==> src/rtl/mem_stage.sv <==
// rtl/mem_stage.sv - MINAv2 memory-access stage: ALU pass-through plus byte/half/word loads and stores on a req/ack bus.
package types;
  localparam int REG_ADDR_W = 5;

  typedef struct packed {
    logic [REG_ADDR_W-1:0] rd_addr;
    logic [31:0]           rd_data;
  } wb_params_t;
endpackage

module mem_stage #(
  parameter int TIMEOUT_CYCLES = 255
) (
  input  logic                        clk,
  input  logic                        rst_n,
  input  logic                        valid_in,
  input  logic [1:0]                  mem_op,
  input  logic [1:0]                  mem_size,
  input  logic                        load_signed,
  input  logic [31:0]                 addr,
  input  logic [31:0]                 store_data,
  input  logic [31:0]                 alu_result,
  input  logic [types::REG_ADDR_W-1:0] rd_addr,
  output logic                        stall,
  output logic                        err_misaligned,
  output logic                        err_bus,
  output logic                        bus_req,
  output logic                        bus_we,
  output logic [31:0]                 bus_addr,
  output logic [31:0]                 bus_wdata,
  output logic [3:0]                  bus_be,
  input  logic                        bus_ack,
  input  logic [31:0]                 bus_rdata,
  output types::wb_params_t           wb_params_out
);

  // A zero TIMEOUT_CYCLES still needs a one-bit counter to keep the logic legal.
  localparam int CNT_W = (TIMEOUT_CYCLES > 0) ? $clog2(TIMEOUT_CYCLES + 1) : 1;
  localparam logic [CNT_W-1:0] CNT_LAST = CNT_W'((TIMEOUT_CYCLES > 0) ? TIMEOUT_CYCLES - 1 : 0);
  localparam bit WATCHDOG_ON = (TIMEOUT_CYCLES > 0);

  typedef enum logic [1:0] {IDLE, BUSY, DONE} state_t;

  state_t                       state;
  logic [CNT_W-1:0]             wd_cnt;
  logic [types::REG_ADDR_W-1:0] rd_lat;
  logic [1:0]                   size_lat;
  logic [1:0]                   off_lat;
  logic                         sign_lat;
  logic                         abort;
  logic [31:0]                  load_data;

  logic        is_mem;
  logic        misaligned;
  logic        start;
  logic        timeout_hit;
  logic [31:0] wdata_next;
  logic [3:0]  be_next;
  logic [31:0] shifted;
  logic [31:0] load_ext;

  assign is_mem = valid_in && (mem_op == 2'b01 || mem_op == 2'b10);

  always_comb begin
    misaligned = 1'b0;
    wdata_next = store_data;
    be_next    = 4'b1111;
    case (mem_size)
      2'b00: begin
        wdata_next = {4{store_data[7:0]}};
        be_next    = 4'b0001 << addr[1:0];
      end
      2'b01: begin
        misaligned = addr[0];
        wdata_next = {2{store_data[15:0]}};
        be_next    = 4'b0011 << addr[1:0];
      end
      default: misaligned = |addr[1:0];
    endcase
  end

  assign start       = (state == IDLE) && is_mem && !misaligned;
  assign timeout_hit = WATCHDOG_ON && (wd_cnt == CNT_LAST);

  // Bring the addressed lane down to bit 0, then extend from the access width.
  assign shifted = bus_rdata >> {off_lat, 3'b000};

  always_comb begin
    load_ext = shifted;
    case (size_lat)
      2'b00:   load_ext = {{24{sign_lat & shifted[7]}}, shifted[7:0]};
      2'b01:   load_ext = {{16{sign_lat & shifted[15]}}, shifted[15:0]};
      default: load_ext = shifted;
    endcase
  end

  assign stall          = start || (state == BUSY);
  assign err_misaligned = (state == IDLE) && is_mem && misaligned;
  assign err_bus        = (state == DONE) && abort;

  always_comb begin
    wb_params_out = '0;
    if (state == IDLE && !is_mem) begin
      wb_params_out.rd_addr = valid_in ? rd_addr : '0;
      wb_params_out.rd_data = alu_result;
    end else if (state == DONE && !bus_we && !abort) begin
      wb_params_out.rd_addr = rd_lat;
      wb_params_out.rd_data = load_data;
    end
  end

  always_ff @(posedge clk) begin
    if (!rst_n) begin
      state     <= IDLE;
      bus_req   <= 1'b0;
      bus_we    <= 1'b0;
      bus_addr  <= '0;
      bus_wdata <= '0;
      bus_be    <= '0;
      load_data <= '0;
      wd_cnt    <= '0;
      abort     <= 1'b0;
      rd_lat    <= '0;
      size_lat  <= '0;
      off_lat   <= '0;
      sign_lat  <= 1'b0;
    end else begin
      case (state)
        IDLE: begin
          if (start) begin
            state     <= BUSY;
            bus_req   <= 1'b1;
            bus_we    <= (mem_op == 2'b10);
            bus_addr  <= {addr[31:2], 2'b00};
            bus_wdata <= wdata_next;
            bus_be    <= be_next;
            rd_lat    <= rd_addr;
            size_lat  <= mem_size;
            off_lat   <= addr[1:0];
            sign_lat  <= load_signed;
            wd_cnt    <= '0;
            abort     <= 1'b0;
          end
        end
        BUSY: begin
          if (bus_ack) begin
            state     <= DONE;
            bus_req   <= 1'b0;
            load_data <= load_ext;
          end else if (timeout_hit) begin
            state   <= DONE;
            bus_req <= 1'b0;
            abort   <= 1'b1;
          end else begin
            wd_cnt <= wd_cnt + 1'b1;
          end
        end
        DONE:    state <= IDLE;
        default: state <= IDLE;
      endcase
    end
  end

endmodule

==> config.mk <==
export PLATFORM = sky130hd
export DESIGN_NAME = mem_stage
export DESIGN_NICKNAME = d
export VERILOG_FILES = /design/src/rtl/mem_stage.sv
export SDC_FILE = /design/constraint.sdc
export NUM_CORES = 1
export LEC_CHECK = 0
export CAP_MARGIN = 20
export CORE_MARGIN = 3
export CORE_UTILIZATION = 45
export CTS_BUF_LIST = sky130_fd_sc_hd__clkbuf_16
export DETAILED_ROUTE_END_ITERATION = 12
export GPL_TIMING_DRIVEN = 1
export PLACE_DENSITY = 0.86
export SETUP_SLACK_MARGIN = 0.4
export SLEW_MARGIN = 20
export SYNTH_ARGS = -nofsm -noshare
export SYNTH_HDL_FRONTEND = slang
export SYNTH_SLANG_ARGS = --single-unit
==> constraint.sdc <==
create_clock -name clk -period 8.1 [get_ports clk]
set_clock_uncertainty 0.15 [all_clocks]
set_input_delay 1.62 -clock clk [delete_from_list [all_inputs] [get_ports clk]]
set_output_delay 1.62 -clock clk [all_outputs]
set_load 0.05 [all_outputs]
==> results of run 1 <==
## cell families after synthesis
kind of cell,Yosys count
other,1
multiplexers,40
adder cells (fa/ha/maj),3
AND/OR/NAND/NOR,244
flip-flops,121
AO/OA/AOI/OAI,214
buffers and inverters,63
XOR/XNOR,3
## sequential cells by signal (all words and copies together) (netlist names)
name and count:
state 2, bus_req 1, bus_we 1, bus_be 4, abort 1, bus_addr 30
sign_lat 1, bus_wdata 32, size_lat 2, rd_lat 5, off_lat 2, load_data 32
wd_cnt 8
## area by class of cell
type / instances / share of cell area, %
Tap cell: 168 / 2.40
Inverter: 7 / 0.300
Clock inverter: 15 / 1.73
Timing Repair Buffer: 257 / 29.3
Multi-Input combinational cell: 506 / 33.8
Sequential cell: 121 / 27.6
Clock buffer: 17 / 4.85
## path summary, 6_finish.rpt
kind,start,end,slack [ns],cells after the start
worst max-delay path,mem_size[1],stall,1.97,5
worst min-delay path,bus_addr[16],bus_addr[16],0.30,2
worst max register to register,state[0],bus_wdata[10],5.34,6
worst min register to register,bus_addr[16],bus_addr[16],0.30,2
## Yosys cell counts (all sizes together), types with 2 or more instances
cell / n
and3: 2
nand2b: 2
a211oi: 8
a21oi: 97
nand3: 6
a22o: 32
a32o: 5
clkbuf: 37
o21a: 2
mux2i: 27
o211a: 2
nor2b: 6
xor2: 2
o211ai: 18
and2: 6
o2bb2ai: 4
or2: 2
o21ai: 32
nor2: 32
mux2: 12
buf: 19
inv: 6
and3b: 2
nand2: 171
ha: 3
dfxtp: 121
nor3: 6
a311oi: 9
## worst register-to-register path: cells and delay by family, from the launching register on
family,cells,cell delay (ns)
AND/OR/NAND/NOR,2,0.73
buffers and inverters,2,0.51
AO/OA/AOI/OAI,2,0.86
flip-flops,1,0.41
## per-layer routing
metal  share of wire, %  routed length [um]
met5                  0                   0
met4                2.3                 415
met3                6.5                1190
met2                 49                8980
met1                 42                7690
## report_power, final
part           internal [uW]  total [uW]  leakage, uW  switching, uW
clock network            453         733     0.000273            281
logic                    170         412      0.00187            243
registers                620         634     0.000982           14.0
total                   1240        1780      0.00312            537
## through the flow
step | hold slack (ns) | total power (uW) | std cells | util (%)
floorplan | 0.282 | 887 | 690 | -
global placement | 0.291 | 1050 | 1058 | 67.5
detailed placement | 0.296 | 1060 | 1059 | 67.6
CTS | 0.303 | 1790 | 1091 | 72.4
global route | 0.321 | 1840 | 1091 | 72.4
finish | 0.299 | 1780 | 1091 | 72.4
==> flow_metrics.tcl, run 1 <==
set metrics [dict create \
    status "finished, final reports clean" \
    place_area_sq_mm 0.00819 \
    worstSetupPathType "input pin to output port" \
    first_pass_iters 5 \
    clock-sinks 121 \
    portBuffers 249 \
    max_freq_mhz 163 \
    grt_pass1_wl_um 29100 \
    rows 40 \
    pre_cts_ws_ns 2.00 \
    synth_area_per_cell_sq_um 8.17 \
    clock_tree.htree_level_count 4 \
    drv_slew 0 \
    post-route-drc-count 0 \
    finalCritPeriodShare_pct 75.7 \
    worst-slew-pin-transition_ns 1.01 \
    ctsHoldBuffers 0 \
    insertion_delay_ns 0.40 \
    critPathMaxFanout 16 \
    die-area_sq_mm 0.0139 \
    synth-adder-area-share_pct 0.667 \
    met2_usage_pct 43.4 \
    synth-compound-area-share_pct 24.9 \
    slowest_delay_ns 0.85 \
    final_cell_mix "clkdlybuf4s50_1, nand2_1, dfxtp_1, a21oi_1" \
    syn_inst 689 \
    timing.critical_path.mode_cell "clkdlybuf4s50_1" \
    post-route-cell-area_sq_mm 0.00876 \
    met1_usage_pct 32.2 \
    cts_tree "built" \
    peakVddDrop_mv 0.138 \
    use_met3_pct 5.96 \
    grt_start_max_net_pins 79 \
    synth-edff-count 0 \
    die_w_um 118 \
    synth-seq-cells 121 \
    root_buffer "clkbuf_16" \
    gp_congestion 0.806 \
    start_util_pct 46.5 \
    synth_top_area_cell "dfxtp_1" \
    cp.arrival_ns 4.36 \
    multi_input_area_sq_mm 0.00296 \
    synth_mux_area_share_pct 7.61 \
    end_kind "output port" \
    critPathSlowestCell "clkdlybuf4s50_1" \
    critical_path.top_delay_family "buffers and inverters" \
    ys_seq_area_share_pct 43.1 \
    max_slew_margin_pct 32.4 \
    maxCapViolations 0 \
    final_common_cell "clkdlybuf4s50_1" \
    area_growth_pct 55.8 \
    setup_viol 0 \
    synthSimpleGateAreaFrac_pct 18.4 \
    avgViaCountPerCell 5.32 \
    hp-class "register to register" \
    drive_above_1_share_pct 6.61 \
    io_pins 252 \
    synth_cell_types 51 \
    yosys.area_share.xor_xnor_pct 0.467 \
    async_reset_ff_share_pct 0 \
    setup_slack_ns 1.97 \
    ys.flop_type "dfxtp_1" \
    worstPathBufferInverterCount 2 \
    power_density_mw_per_mm2 203 \
    synth_top_family_by_area "compound AO/OA/AOI/OAI gates" \
    synth_warnings 0 \
    cp.required_ns 6.33 \
    rsz0062_at_grt "false" \
    ctsResizeCount 0 \
    synth_area_sq_mm 0.00563 \
    n_antenna_cell 0 \
    gr-total-overflow 0 \
    hold_violations 0 \
    clock_path_buffers 2 \
    nets 1055 \
    place_hpwl_um 13300 \
    start_kind "input pin" \
    cts_made_buffers 17 \
    p_leak_uw 0.00312 \
    drt_wl_total_um 18300 \
    antenna_found_initial 0 \
    track_usage_pct 25.7 \
    post-cts-setup-buffers 0 \
    die-height_um 118 \
    crit_chain "clkdlybuf4s50_1, nor2_1, o21bai_4, nand2_1, clkdlybuf4s50_1" \
    core_area_sq_mm 0.0121 \
    synth_area_leaders "dfxtp_1, nand2_1, a21oi_1" \
    drt_iter0_drc 394 \
    vias 5805 \
    grt_pass1_vias 5650 \
    fillerInstances 958 \
    tns_ns 0 \
    clk_pin_slew_worst_paths_ns 0.05 \
    seq_area_sq_mm 0.00242 \
    grt.busiest_layer "met2" \
    synthDominantCellAreaShare_pct 43.1 \
    ant_nets 0 \
    wl_per_cell_um 16.8 \
    period_needed_ns 6.13 \
]
Note: power is estimated with default switching activity, not from simulation.
==> run 2: changes to the inputs <==
Settings changed: CORE_UTILIZATION 45 to 38, PLACE_DENSITY 0.86 to 0.77.
Clock period 8.1 ns to 5.52 ns, I/O delays scaled along.
==> flow_metrics.tcl, run 2 (same netlist as run 1, synthesis figures left out) <==
set metrics [dict create \
    ctsResizeCount 0 \
    cts_tree "built" \
    post-cts-setup-buffers 0 \
    track_usage_pct 22.4 \
    nets 1058 \
    final_common_cell "clkdlybuf4s50_1" \
    vias 5721 \
    timing.critical_path.mode_cell "clkdlybuf4s50_1" \
    cts_made_buffers 17 \
    drv_slew 0 \
    root_buffer "clkbuf_16" \
    seq_area_sq_mm 0.00242 \
    insertion_delay_ns 0.41 \
    combPwrFrac_pct 23.1 \
    post-route-drc-count 0 \
    clock_tree.htree_level_count 4 \
    die-height_um 128 \
    ant_nets 0 \
    end_kind "output port" \
    final_cell_mix "clkdlybuf4s50_1, nand2_1, dfxtp_1, a21oi_1" \
    hp-class "register to register" \
    critPathSlowestCell "clkdlybuf4s50_1" \
    die_w_um 128 \
    worstSetupPathType "input pin to output port" \
    n_antenna_cell 0 \
    status "finished, final reports clean" \
    grt_start_max_net_pins 66 \
    p_leak_uw 0.00316 \
    min_from "bus_addr[27]" \
    clk_pin_slew_worst_paths_ns 0.05 \
    start_util_pct 39.6 \
    tns_ns 0 \
    reg.largest.list "bus_wdata (32), load_data (32), bus_addr (30)" \
    switching_share_pct 29.0 \
    rows 43 \
    period_needed_ns 4.72 \
    grt_pass1_wl_um 29100 \
    setup_viol 0 \
    utilization_pct 61.9 \
    clock-sinks 121 \
    cp.required_ns 4.27 \
    peakVddDrop_mv 0.238 \
    place_hpwl_um 13400 \
    critPathMaxFanout 37 \
    drt_wl_total_um 18600 \
    area_growth_pct 56.2 \
    grt_pass1_vias 5391 \
    hold_violations 0 \
    max_freq_mhz 212 \
    start_kind "input pin" \
    startpoint "mem_op[0]" \
    rsz0062_at_grt "false" \
    core_area_sq_mm 0.0142 \
    gp_congestion 0.867 \
    max_slew_margin_pct 29.4 \
    worst-slew-pin-transition_ns 1.05 \
    avgViaCountPerCell 5.18 \
    ctsHoldBuffers 0 \
    drt_iter0_drc 358 \
    report.power.total_uw 2610 \
    finalCritPeriodShare_pct 85.4 \
    crit_chain "clkdlybuf4s50_1, inv_1, ha_1, nor2b_1, nor3_2, buf_4, a22o_1, clkdlybuf4s50_1" \
    die-area_sq_mm 0.0163 \
    first_pass_iters 4 \
    switching_power_uw 757 \
    seq_power_share_pct 35.7 \
    fillerInstances 1280 \
    io_pins 252 \
    cp.arrival_ns 3.46 \
    multi_input_area_sq_mm 0.00296 \
    drive_above_1_share_pct 6.70 \
    wl_per_cell_um 16.9 \
    p_int_uw 1850 \
    power_density_mw_per_mm2 297 \
    portBuffers 249 \
    slowest_delay_ns 0.81 \
    clock_power_share_pct 41.2 \
    gr-total-overflow 0 \
    worst_r2r_startpoint "off_lat[1]" \
    clock_path_buffers 2 \
    maxCapViolations 0 \
    antenna_found_initial 0 \
]
## run 2: cell count changes in the layout (fill, tap and decap cells not counted), sizes merged
cell / before / now
bufinv: 2 / 3
clkinvlp: 3 / 1
buf: 9 / 12
## run 2: worst paths after layout
check | end | slack, ns | cells after the start
hold reg to reg | bus_addr[27] | 0.30 | 2
setup reg to reg | load_data[18] | 2.57 | 4
setup / recovery | wb_params_out[13] | 0.80 | 8
hold / removal | bus_addr[27] | 0.30 | 2
## run 2: routing by layer
layer / up-vias / global-route usage (%) / share of wire, %
met4: 0 / 6.24 / 1.4
met2: 165 / 36.8 / 49
li1: 2874 / - / -
met5: - / 0 / 0
met1: 2664 / 29.5 / 44
met3: 18 / 5.58 / 5.9
## run 2: final cells by class
class / count / share of cell area, %
Multi-Input combinational cell: 506 / 33.7
Timing Repair Buffer: 260 / 29.4
Sequential cell: 121 / 27.6
Clock buffer: 17 / 4.84
Tap cell: 180 / 2.56
Clock inverter: 14 / 1.62
Inverter: 7 / 0.313
## run 2: power groups by stage
stage	sequential, uW	combinational, uW	clock (uW)
3_3_place_gp	950	599	0
2_1_floorplan	1030	271	0
5_1_grt	937	639	1140
6_report	933	603	1070
3_5_place_dp	951	603	0
4_1_cts	933	606	1090
## run 2: worst max-delay path: cells and delay by family
family                   cells  cell delay, ns
AND/OR/NAND/NOR              2            0.15
adder cells (fa/ha/maj)      1            0.30
AO/OA/AOI/OAI                1            0.20
buffers and inverters        4            1.67
## run 2: metrics by stage
step           hold WS, ns  setup slack (ns)  std cells  instance area [sq um]
3_5_place_dp         0.296             0.814       1074                   8220
3_3_place_gp         0.291             0.825       1074                   8220
6_report             0.299             0.804       1105                   8790
5_1_grt              0.320             0.672       1105                   8790
4_1_cts              0.303             0.799       1105                   8790
2_1_floorplan        0.282              1.27        690                   5630
==> run 3: changes to the inputs <==
Settings changed: ABC_CLOCK_PERIOD_IN_PS set to 5520, CTS_BUF_LIST sky130_fd_sc_hd__clkbuf_16 to not set.
==> flow_metrics.tcl, run 3 (same netlist as run 1, synthesis figures left out) <==
set metrics [dict create \
    crit_chain "clkdlybuf4s50_1, inv_1, ha_1, nor2b_1, nor3_2, buf_4, a22o_1, clkdlybuf4s50_1" \
    first_pass_iters 4 \
    slowest_delay_ns 0.81 \
    worstSetupPathType "input pin to output port" \
    hp-class "register to register" \
    rows 43 \
    timing.critical_path.mode_cell "clkdlybuf4s50_1" \
    utilization_pct 61.9 \
    max_freq_mhz 212 \
    p_leak_uw 0.00315 \
    grt_pass1_wl_um 29100 \
    end_kind "output port" \
    critical_path.top_delay_family "buffers and inverters" \
    tns_ns 0 \
    grt_start_max_net_pins 66 \
    nets 1058 \
    period_needed_ns 4.72 \
    ant_nets 0 \
    clock_tree.htree_level_count 4 \
    ctsResizeCount 0 \
    clock-sinks 121 \
    vias 5736 \
    rsz0062_at_grt "false" \
    critPathSlowestCell "clkdlybuf4s50_1" \
    area_growth_pct 56.2 \
    clk_pin_slew_worst_paths_ns 0.05 \
    worstPathBufferInverterCount 4 \
    peakVddDrop_mv 0.238 \
    io_pins 252 \
    drt_wl_total_um 18600 \
    setup_viol 0 \
    drive_above_1_share_pct 6.70 \
    start_kind "input pin" \
    n_antenna_cell 0 \
    antenna_found_initial 0 \
    die-height_um 128 \
    cts_made_buffers 17 \
    fillerInstances 1280 \
    ctsHoldBuffers 0 \
    placed_cells 1074 \
    wl_per_cell_um 16.8 \
    cts_tree "built" \
    grt_pass1_vias 5391 \
    start_util_pct 39.6 \
    max_slew_margin_pct 29.4 \
    cp.arrival_ns 3.46 \
    power_density_mw_per_mm2 298 \
    cp.required_ns 4.27 \
    post-cts-setup-buffers 0 \
    gr-total-overflow 0 \
    gp_congestion 0.867 \
    die-area_sq_mm 0.0163 \
    worst-slew-pin-transition_ns 1.05 \
    die_w_um 128 \
    portBuffers 249 \
    insertion_delay_ns 0.41 \
    r2r_slack_ns 2.58 \
    root_buffer "clkbuf_16" \
    clock_path_buffers 2 \
    drt_iter0_drc 360 \
    track_usage_pct 22.4 \
    status "finished, final reports clean" \
    avgViaCountPerCell 5.19 \
    finalCritPeriodShare_pct 85.4 \
    place_hpwl_um 13400 \
    final_cell_mix "clkdlybuf4s50_1, nand2_1, dfxtp_1, a21oi_1" \
    maxCapViolations 0 \
    critPathMaxFanout 37 \
    layout.cells.non_filler 1105 \
    final_common_cell "clkdlybuf4s50_1" \
    core_area_sq_mm 0.0142 \
    hold_violations 0 \
    drv_slew 0 \
    post-route-drc-count 0 \
    reg.largest.list "bus_wdata (32), load_data (32), bus_addr (30)" \
]
==> run 3: cell count changes in the layout (fill, tap and decap cells not counted), sizes merged <==
cell | before | now
inv | 9 | 5
clkbuf | 17 | 21
==> run 3: layout make-up <==
class                           instances  area, sq um  share of cell area, %
Inverter                                7         27.5                  0.313
Tap cell                              180          225                   2.56
Multi-Input combinational cell        506         2960                   33.7
Clock buffer                           21          440                   5.01
Timing Repair Buffer                  260         2580                   29.4
Sequential cell                       121         2420                   27.6
Clock inverter                         10          128                   1.45
==> run 3: stage by stage <==
stage,area (sq um),setup WS [ns],power [uW],hold WS (ns)
2_1_floorplan,5630,1.27,1300,0.282
4_1_cts,8790,0.799,2640,0.303
3_5_place_dp,8220,0.814,1550,0.296
6_report,8790,0.805,2620,0.299
5_1_grt,8790,0.672,2720,0.320
3_3_place_gp,8220,0.825,1550,0.291
==> run 3: metal layers <==
metal | routed length (um) | vias up | track usage [%]
met2 | 9120 | 171 | 36.8
li1 | - | 2876 | -
met5 | 0 | - | 0
met3 | 1070 | 18 | 5.58
met4 | 263 | 0 | 6.24
met1 | 8150 | 2671 | 29.5
==> run 3: power breakdown <==
part | switching (uW) | internal, uW | leakage (uW)
clock network | 381 | 701 | 0.000280
logic | 352 | 250 | 0.00188
registers | 22.8 | 911 | 0.000982
==> run 3: final timing paths <==
check | startpoint | end | cells past startpoint
worst min register to register | bus_addr[27] | bus_addr[27] | 2
worst max register to register | off_lat[1] | load_data[18] | 4
worst min-delay path | bus_addr[27] | bus_addr[27] | 2
worst max-delay path | mem_op[0] | wb_params_out[13] | 8
==> run 3: worst min-delay path, cell delays in order (launching register included) <==
cell     delay [ns]
dfxtp_1        0.30
nand2_1        0.05
a21oi_1        0.05
